$ cat config.mk
export PLATFORM = sky130hd
export DESIGN_NAME = led_pwm_ctrl
export DESIGN_NICKNAME = d
export VERILOG_FILES = /design/src/rtl/led_pwm_ctrl_pkg.sv /design/src/rtl/led_pwm_gen.sv /design/src/rtl/led_pwm_ctrl.sv
export SDC_FILE = /design/constraint.sdc
export NUM_CORES = 1
export LEC_CHECK = 0
export ABC_AREA = 1
export BUFFER_PORTS_ARGS = -buffer_cell sky130_fd_sc_hd__buf_2
export CORE_MARGIN = 1
export CORE_UTILIZATION = 35
export CTS_BUF_LIST = sky130_fd_sc_hd__clkbuf_4
export DETAILED_ROUTE_END_ITERATION = 16
export GPL_ROUTABILITY_DRIVEN = 0
export SLEW_MARGIN = 10
export SYNTH_ARGS = -nofsm -noshare
export SYNTH_HDL_FRONTEND = slang
export SYNTH_HIERARCHICAL = 1
export SYNTH_SLANG_ARGS = --single-unit
$ cat constraint.sdc
create_clock -name i_clk -period 4.76 [get_ports i_clk]
set_clock_uncertainty 0.2 [all_clocks]
set_input_delay 0.714 -clock i_clk [delete_from_list [all_inputs] [get_ports i_clk]]
set_output_delay 0.714 -clock i_clk [all_outputs]
set_load 0.05 [all_outputs]
$ cat src/rtl/led_pwm_ctrl_pkg.sv
// ============================================================================
// Module      : led_pkg
// Description : Register map and byte-lane write helper for led_pwm_ctrl.
// Revision    : 1.0 - initial release
// ============================================================================
`default_nettype none

package led_pkg;

    localparam logic [2:0] LED_REG_CTRL      = 3'd0;
    localparam logic [2:0] LED_REG_ON        = 3'd1;
    localparam logic [2:0] LED_REG_BLINK_EN  = 3'd2;
    localparam logic [2:0] LED_REG_BLINK_PER = 3'd3;
    localparam logic [2:0] LED_REG_DUTY      = 3'd4;

    // Replace the bytes of old_val whose select bit is set with those of new_val.
    function automatic logic [31:0] wb_byte_merge(
        input logic [31:0] old_val,
        input logic [31:0] new_val,
        input logic [3:0]  sel
    );
        logic [31:0] v;
        v = old_val;
        for (int b = 0; b < 4; b++) begin
            if (sel[b]) begin
                v[8*b +: 8] = new_val[8*b +: 8];
            end
        end
        return v;
    endfunction

endpackage

`default_nettype wire

$ cat src/rtl/led_pwm_gen.sv
// ============================================================================
// Module      : led_pwm_gen
// Description : Free-running PWM counter with duty shadow reloaded at wrap.
// Revision    : 1.0 - initial release
// ============================================================================
`default_nettype none

module led_pwm_gen #(
    parameter int PWM_BITS = 8
) (
    input  logic                i_clk,
    input  logic                i_reset,
    input  logic [PWM_BITS-1:0] i_duty,
    output logic                o_pwm_on
);

    localparam logic [PWM_BITS-1:0] C_CNT_MAX = '1;

    logic [PWM_BITS-1:0] r_cnt;
    logic [PWM_BITS-1:0] r_duty_act;

    // Duty is only sampled at the wrap edge so a period is never cut short.
    always_ff @(posedge i_clk or posedge i_reset) begin
        if (i_reset) begin
            r_cnt      <= '0;
            r_duty_act <= '0;
        end else begin
            r_cnt <= r_cnt + 1'b1;
            if (r_cnt == C_CNT_MAX) begin
                r_duty_act <= i_duty;
            end
        end
    end

    assign o_pwm_on = (r_duty_act == C_CNT_MAX) | (r_cnt < r_duty_act);

endmodule

`default_nettype wire

$ cat src/rtl/led_pwm_ctrl.sv
// ============================================================================
// Module      : led_pwm_ctrl
// Description : Wishbone LED controller with static, blink and PWM control.
// Revision    : 1.0 - initial release
// ============================================================================
`default_nettype none

module led_pwm_ctrl
    import led_pkg::*;
#(
    parameter int N_LEDS   = 16,
    parameter int PWM_BITS = 8,
    parameter int BLINK_W  = 24
) (
    input  logic              i_clk,
    input  logic              i_reset,
    input  logic              i_wb_cycle,
    input  logic              i_wb_stb,
    input  logic              i_wb_we,
    input  logic [2:0]        i_wb_addr,
    input  logic [3:0]        i_wb_sel,
    input  logic [31:0]       i_wb_data,
    output logic              o_wb_stall,
    output logic              o_wb_ack,
    output logic [31:0]       o_wb_data,
    output logic [N_LEDS-1:0] o_led_data
);

    logic                r_ctrl_en;
    logic [N_LEDS-1:0]   r_led_on;
    logic [N_LEDS-1:0]   r_blink_en;
    logic [BLINK_W-1:0]  r_blink_per;
    logic [PWM_BITS-1:0] r_duty;
    logic [BLINK_W-1:0]  r_bcnt;
    logic                r_phase;
    logic                r_ack;
    logic [31:0]         r_rdata;
    logic [N_LEDS-1:0]   r_led;

    logic        w_accept;
    logic        w_write;
    logic        w_wr_per;
    logic [31:0] w_rd_val;
    logic [31:0] w_mrg_ctrl;
    logic [31:0] w_mrg_on;
    logic [31:0] w_mrg_ben;
    logic [31:0] w_mrg_per;
    logic [31:0] w_mrg_duty;
    logic        w_pwm_on;
    logic        w_unused;

    assign w_accept = i_wb_cycle & i_wb_stb;
    assign w_write  = w_accept & i_wb_we;
    assign w_wr_per = w_write & (i_wb_addr == LED_REG_BLINK_PER);

    assign w_mrg_ctrl = wb_byte_merge(32'(r_ctrl_en),   i_wb_data, i_wb_sel);
    assign w_mrg_on   = wb_byte_merge(32'(r_led_on),    i_wb_data, i_wb_sel);
    assign w_mrg_ben  = wb_byte_merge(32'(r_blink_en),  i_wb_data, i_wb_sel);
    assign w_mrg_per  = wb_byte_merge(32'(r_blink_per), i_wb_data, i_wb_sel);
    assign w_mrg_duty = wb_byte_merge(32'(r_duty),      i_wb_data, i_wb_sel);

    // Bits above each register's width are discarded by design.
    assign w_unused = ^{w_mrg_ctrl, w_mrg_on, w_mrg_ben, w_mrg_per, w_mrg_duty};

    always_comb begin
        w_rd_val = '0;
        case (i_wb_addr)
            LED_REG_CTRL:      w_rd_val = 32'(r_ctrl_en);
            LED_REG_ON:        w_rd_val = 32'(r_led_on);
            LED_REG_BLINK_EN:  w_rd_val = 32'(r_blink_en);
            LED_REG_BLINK_PER: w_rd_val = 32'(r_blink_per);
            LED_REG_DUTY:      w_rd_val = 32'(r_duty);
            default:           w_rd_val = '0;
        endcase
    end

    always_ff @(posedge i_clk or posedge i_reset) begin
        if (i_reset) begin
            r_ctrl_en   <= 1'b0;
            r_led_on    <= '0;
            r_blink_en  <= '0;
            r_blink_per <= '0;
            r_duty      <= '0;
        end else if (w_write) begin
            case (i_wb_addr)
                LED_REG_CTRL:      r_ctrl_en   <= w_mrg_ctrl[0];
                LED_REG_ON:        r_led_on    <= w_mrg_on[N_LEDS-1:0];
                LED_REG_BLINK_EN:  r_blink_en  <= w_mrg_ben[N_LEDS-1:0];
                LED_REG_BLINK_PER: r_blink_per <= w_mrg_per[BLINK_W-1:0];
                LED_REG_DUTY:      r_duty      <= w_mrg_duty[PWM_BITS-1:0];
                default:           ;
            endcase
        end
    end

    always_ff @(posedge i_clk or posedge i_reset) begin
        if (i_reset) begin
            r_ack   <= 1'b0;
            r_rdata <= '0;
        end else begin
            r_ack <= w_accept;
            if (w_accept) begin
                r_rdata <= w_rd_val;
            end
        end
    end

    // A period rewrite restarts the blink cycle and overrides a coincident terminal count.
    always_ff @(posedge i_clk or posedge i_reset) begin
        if (i_reset) begin
            r_bcnt  <= '0;
            r_phase <= 1'b1;
        end else if (w_wr_per) begin
            r_bcnt  <= '0;
            r_phase <= 1'b1;
        end else if (r_bcnt == r_blink_per) begin
            r_bcnt  <= '0;
            r_phase <= ~r_phase;
        end else begin
            r_bcnt <= r_bcnt + 1'b1;
        end
    end

    led_pwm_gen #(
        .PWM_BITS (PWM_BITS)
    ) u_pwm (
        .i_clk    (i_clk),
        .i_reset  (i_reset),
        .i_duty   (r_duty),
        .o_pwm_on (w_pwm_on)
    );

    always_ff @(posedge i_clk or posedge i_reset) begin
        if (i_reset) begin
            r_led <= '0;
        end else begin
            r_led <= {N_LEDS{r_ctrl_en & w_pwm_on}} & r_led_on
                   & (~r_blink_en | {N_LEDS{r_phase}});
        end
    end

    assign o_wb_stall = 1'b0;
    assign o_wb_ack   = r_ack;
    assign o_wb_data  = r_rdata;
    assign o_led_data = r_led;

endmodule

`default_nettype wire

; ---- Yosys cells after proc, flatten, opt, wreduce, memory -nomap -nowiden
; Index checks and enable logic that the tools add are counted.
[classes]
n_reduce_logical = 11
bitwise_logic = 10
muxes = 5
eq_ne = 7
order_cmp = 1
add_sub_neg = 2
[op_table]
columns = operator, count
row1 = 24-bit case mux with 5 select lines, 1
row2 = 24-bit two-way mux, 2
row3 = 16-bit AND, 2
row4 = 3-bit AND reduction, 9
row5 = "24-bit by 1-bit adder with 24-bit output, second input constant", 1
row6 = 24-bit == test, 1
row7 = "8-bit == test, second input constant", 2
row8 = 16-bit inverter, 1
row9 = 16-bit bitwise OR, 1
row10 = "8-bit by 1-bit adder with 8-bit output, second input constant", 1
row11 = 8-bit less-than comparator, 1
row12 = "3-bit by 2-bit == test with 1-bit output, second input constant", 2
row13 = 1-bit AND, 4
row14 = "3-bit by 1-bit == test with 1-bit output, second input constant", 1
row15 = "3-bit == test, second input constant", 1
row16 = 3-bit logical NOT, 1
row17 = 1-bit two-way mux, 2
row18 = 2-bit nonzero test, 1
row19 = 1-bit inverter, 1
row20 = 1-bit bitwise OR, 1
[word_totals]
regBits = 155

; ---- Logic depth before layout (Yosys ltp)
[depth]
depth_word = 5
depth_mapped = 12
depth_no_buf = 11

; ---- Hierarchy
; Netlist, hierarchy kept.
[modules_own_cells]
columns = module, cells_per_inst, instances, area_each_um2
row1 = led_pwm_ctrl, 766, 1, 6249.7
row2 = led_pwm_gen, 89, 1, 835.8

; ---- Worst setup path before layout
; No wires, ideal clock.
[synth_timing]
path_type = register -> register
startpoint = register u_pwm.r_cnt[5]
endpoint = register r_led[11] (netlist: o_led_data[11])
path_stages_with_launch = 10
setup_ps = 94
arrival_ps = 1731
required_ps = 4466
path_slack_ps = 2735
cell_sequence = dfrtp_1 -> ha_1 -> a21oi_1 -> nor2_1 -> nor3_1 -> nand2_1 -> nand2_1 -> clkbuf_1 -> nand2_1 -> a211oi_1
[synth_via]
elab_chain_len = 5
[synth_rtl]
columns = item, line
row1 = "start, declared", led_pwm_gen.sv:19  ; logic [PWM_BITS-1:0] r_cnt;
row2 = "start signal, assigned", led_pwm_gen.sv:28  ; r_cnt <= r_cnt + 1'b1;
row3 = 8-bit less-than comparator, led_pwm_gen.sv:35  ; assign o_pwm_on = (r_duty_act == C_CNT_MAX) | (r_cnt < r_duty_act);
row4 = 1-bit bitwise OR, led_pwm_gen.sv:35
row5 = via w_pwm_on, led_pwm_ctrl.sv:49  ; logic w_pwm_on;
row6 = 1-bit AND, led_pwm_ctrl.sv:137  ; r_led <= {N_LEDS{r_ctrl_en & w_pwm_on}} & r_led_on
row7 = 16-bit AND, led_pwm_ctrl.sv:137
row8 = 16-bit AND, led_pwm_ctrl.sv:138  ; & (~r_blink_en | {N_LEDS{r_phase}});
row9 = "end signal, assigned", led_pwm_ctrl.sv:137
row10 = "end, declared", led_pwm_ctrl.sv:38  ; logic [N_LEDS-1:0] r_led;
; The timed path passes the listed nets, and every way through them passes these cells.
; A chain may end at the register's enable or synchronous reset.

; ---- Final worst setup path
[layout_timing]
startpoint = register u_pwm.r_cnt[5]
endpoint = register r_led[14] (netlist: o_led_data[14])
; The elaborated chain is that of the path after synthesis.

==> metrics <==
total number of vias=~5,600; slowest CP cell=dfrtp_1; Seq/Total Area, Yosys=0.519; Pre-Repair DR Iteration Count=6; count of state elements after synthesis=around 150; Fillers=roughly 2,100; overall die height=144 um; Post-DP HPWL=approximately 12 mm; final setup violation count=0; Final Power=2.77 mW; Setup Total Neg Slack=0 ns; Post-synth EDFFs=0; asr flop ratio synth=1.00; VDD IR max=around 0.18 mV; CP dominant cell by count=nand2_1; global route overflow=0; Syn-to-layout area delta=11.5%; CTS tree=built; worst setup path end=o_led_data[14]; Main synth FF type=dfrtp_1; worst setup path startpoint=u_pwm/r_cnt[5]; most common cell after layout, fill and taps aside=nand2_1; core region area=19,700 um^2; clk sink count=roughly 150; worst stage delay on the critical path=between 0.4 and 0.5 ns; Hold Crit Class=input port to asynchronous set/reset pin; r2r setup slk=between 2 and 2.5 ns; vias in the first global route=roughly 5,200; Yosys warnings=6; Global Route Usage Sum=0.175; main area contributors after synthesis=dfrtp_1 (52%), nand2_1 (15%), inv_1 (5.1%), o21ai_0 (4.2%), nor2_1 (3.8%); wire per inst=between 10 and 15 um; combinational share of power=0.175; Max Cap Violations=0; Clk Latency, worst-skew pair=between 0.5 and 0.6 ns; drt initial violations=323; most frequent cells in the layout=nand2_1 (282), dfrtp_1 (146), inv_1 (96); H-tree Lvls=4; DRC=0; Worst EP arrival=about 2.8 ns; Crit. path cell count=8; Final Hold Vio Count=0; worst path required time=between 5 and 6 ns; Critical R2R Launch=u_pwm/r_cnt[5]; LEAKAGE=between 3 and 4 nW; PD cells=~350 nW/um^2; Setup CP Type=register to register; CTS Buffer Depth=2; # rows=51; Buf+Inv Stages, Crit Path=0; status=completed; hold buffers post-CTS=0; CP top delay family=simple AND/OR/NAND/NOR gates; Worst slew margin=0.369; critical path endpoint category=register; total CTS buffers=17; NetSw=roughly 0.96 mW; total die area=between 20,000 and 25,000 um^2; worst-margin pin slew=approximately 0.94 ns; layout cell share with drive strength beyond 1=0.150; nets=between 900 and 1,000; Period minus WS final=between 2 and 3 ns; mean post-synth cell area=~8.3 um^2; die width=between 100 and 150 um; RSZ-0062 raised after global routing=no; initial antenna violation count=2; Yosys top cell by area=dfrtp_1; clk root buf=clkbuf_4; I/O pins=94; worst path cell trace=ha_1 > a21oi_1 > nor2_1 > nor3_1 > nand2_1 > nand2_1 > nand2_1 > a211oi_1; Post-Synthesis Cells=855; sw frac=0.347; Placed Instances=1,176; startpoint types=register; mapped cell area=~7100 um^2; CTS resizes=0; Routed WL=about 16 mm; Clk pwr share=0.285; FF-to-FF End=o_led_data[14]; Starting Density=0.361; Via density=between 4 and 5; fin. max-slew vios=0; clk slew on worst S/H paths=0.14 ns; area share of the largest cell type after synthesis=0.516; Cell variety after synth=a little over 40; CP max FO=9; internal power=~1.8 mW; largest net degree at the start of global routing=73; non-filler instance count after layout=about 1,200; sequential fraction of design power=0.539; PortBufs=between 70 and 80; Reg2Reg Depth=8; Post-CTS Setup Bufs=0; ANT nets after route=0; Max Clock Freq=~400 MHz; first-pass GRT wire length=approximately 28 mm; Tcrit/Tclk final=0.531
how the worst min path moves through the flow:
stage / from / end / slack, ns / cells after the start
2_1_floorplan: u_pwm/r_cnt[0] / u_pwm/r_cnt[0] / 0.24 / 1
3_3_place_gp: r_blink_en[2] / o_led_data[2] / 0.26 / 1
3_5_place_dp: o_wb_data[3] / o_wb_data[3] / 0.26 / 2
4_1_cts: i_reset / u_pwm/r_duty_act[4] / 0.02 / 2
5_1_grt: i_reset / u_pwm/r_duty_act[7] / 0.04 / 2
6_report: i_reset / u_pwm/r_duty_act[7] / 0.02 / 2
kinds of logic (layout without fill, tap and decap cells):
kind of cell    count (synthesis)  count (layout)  synth area share
buf+inv                       131             211            0.0849
fa+ha+maj                       9               9            0.0159
other cells                     1              11          0.000529
compound gates                131             131             0.102
flops                         147             147             0.519
simple gates                  412             412             0.248
xor+xnor                       24              24            0.0297
synthesized netlist by cell type (5+ instances only):
library cell and n:
nand2_1 282, dfrtp_1 146, inv_1 97, nor2_1 71, o21ai_0 60, a21oi_1 27
o21ai_1 22, nand3_1 20, xor2_1 19, buf_4 11, ha_1 9, nor3_1 9
o31ai_1 8, buf_6 7, clkbuf_1 7, o2111ai_1 6, xnor2_1 5
metrics by stage:
stage          area, um^2  setup WS, ns   util  hold WS, ns
6_report             7900          2.23  0.402       0.0239
5_1_grt              7900          2.05  0.402       0.0391
4_1_cts              7900          2.23  0.402       0.0193
3_5_place_dp         7630          1.91  0.388        0.263
3_3_place_gp         7630          1.92  0.388        0.256
2_1_floorplan        7120         0.350      -        0.237
per-layer routing:
metal  share of wire  track usage  vias to the layer above
met1            0.52        0.266                     2620
met5               0            0                        -
met4           0.013       0.0532                        0
met3           0.053       0.0397                       19
met2            0.41        0.242                      126
li1                -            -                     2837
power groups by stage:
stage	Combinational [mW]	Sequential [mW]	Clock, mW
after floorplan	0.330	1.54	0
after global placement	0.482	1.51	0
after detailed placement	0.490	1.52	0
after CTS	0.493	1.49	0.808
after global routing	0.561	1.51	0.866
final	0.485	1.49	0.789
sequential cells by signal (all words and copies together) (netlist names):
register,flops
o_wb_data,24
r_bcnt,24
r_blink_per,24
o_led_data,16
r_blink_en,16
r_led_on,16
r_duty,8
u_pwm/r_cnt,8
u_pwm/r_duty_act,8
o_wb_ack,1
r_ctrl_en,1
r_phase,1
final cells by class:
class                      instances  area (um^2)  share of cell area
antenna                            2         5.00            0.000633
sequential                       147         3680               0.466
inverter                         101          383              0.0484
tap                              265          332              0.0420
timing repair buffer              78          398              0.0503
clock buffer                      17          128              0.0161
multi-input combinational        585         2830               0.359
clock inverter                    15          145              0.0184
worst register-to-register path: cells and delay by family (launching register included):
| kind | cells | cell delay [ns] |
|---|---|---|
| AO/OA/AOI/OAI | 2 | 0.54 |
| flip-flops | 1 | 0.47 |
| adder cells (fa/ha/maj) | 1 | 0.34 |
| AND/OR/NAND/NOR | 5 | 0.88 |
No activity file was read; power rests on OpenSTA's default activity.
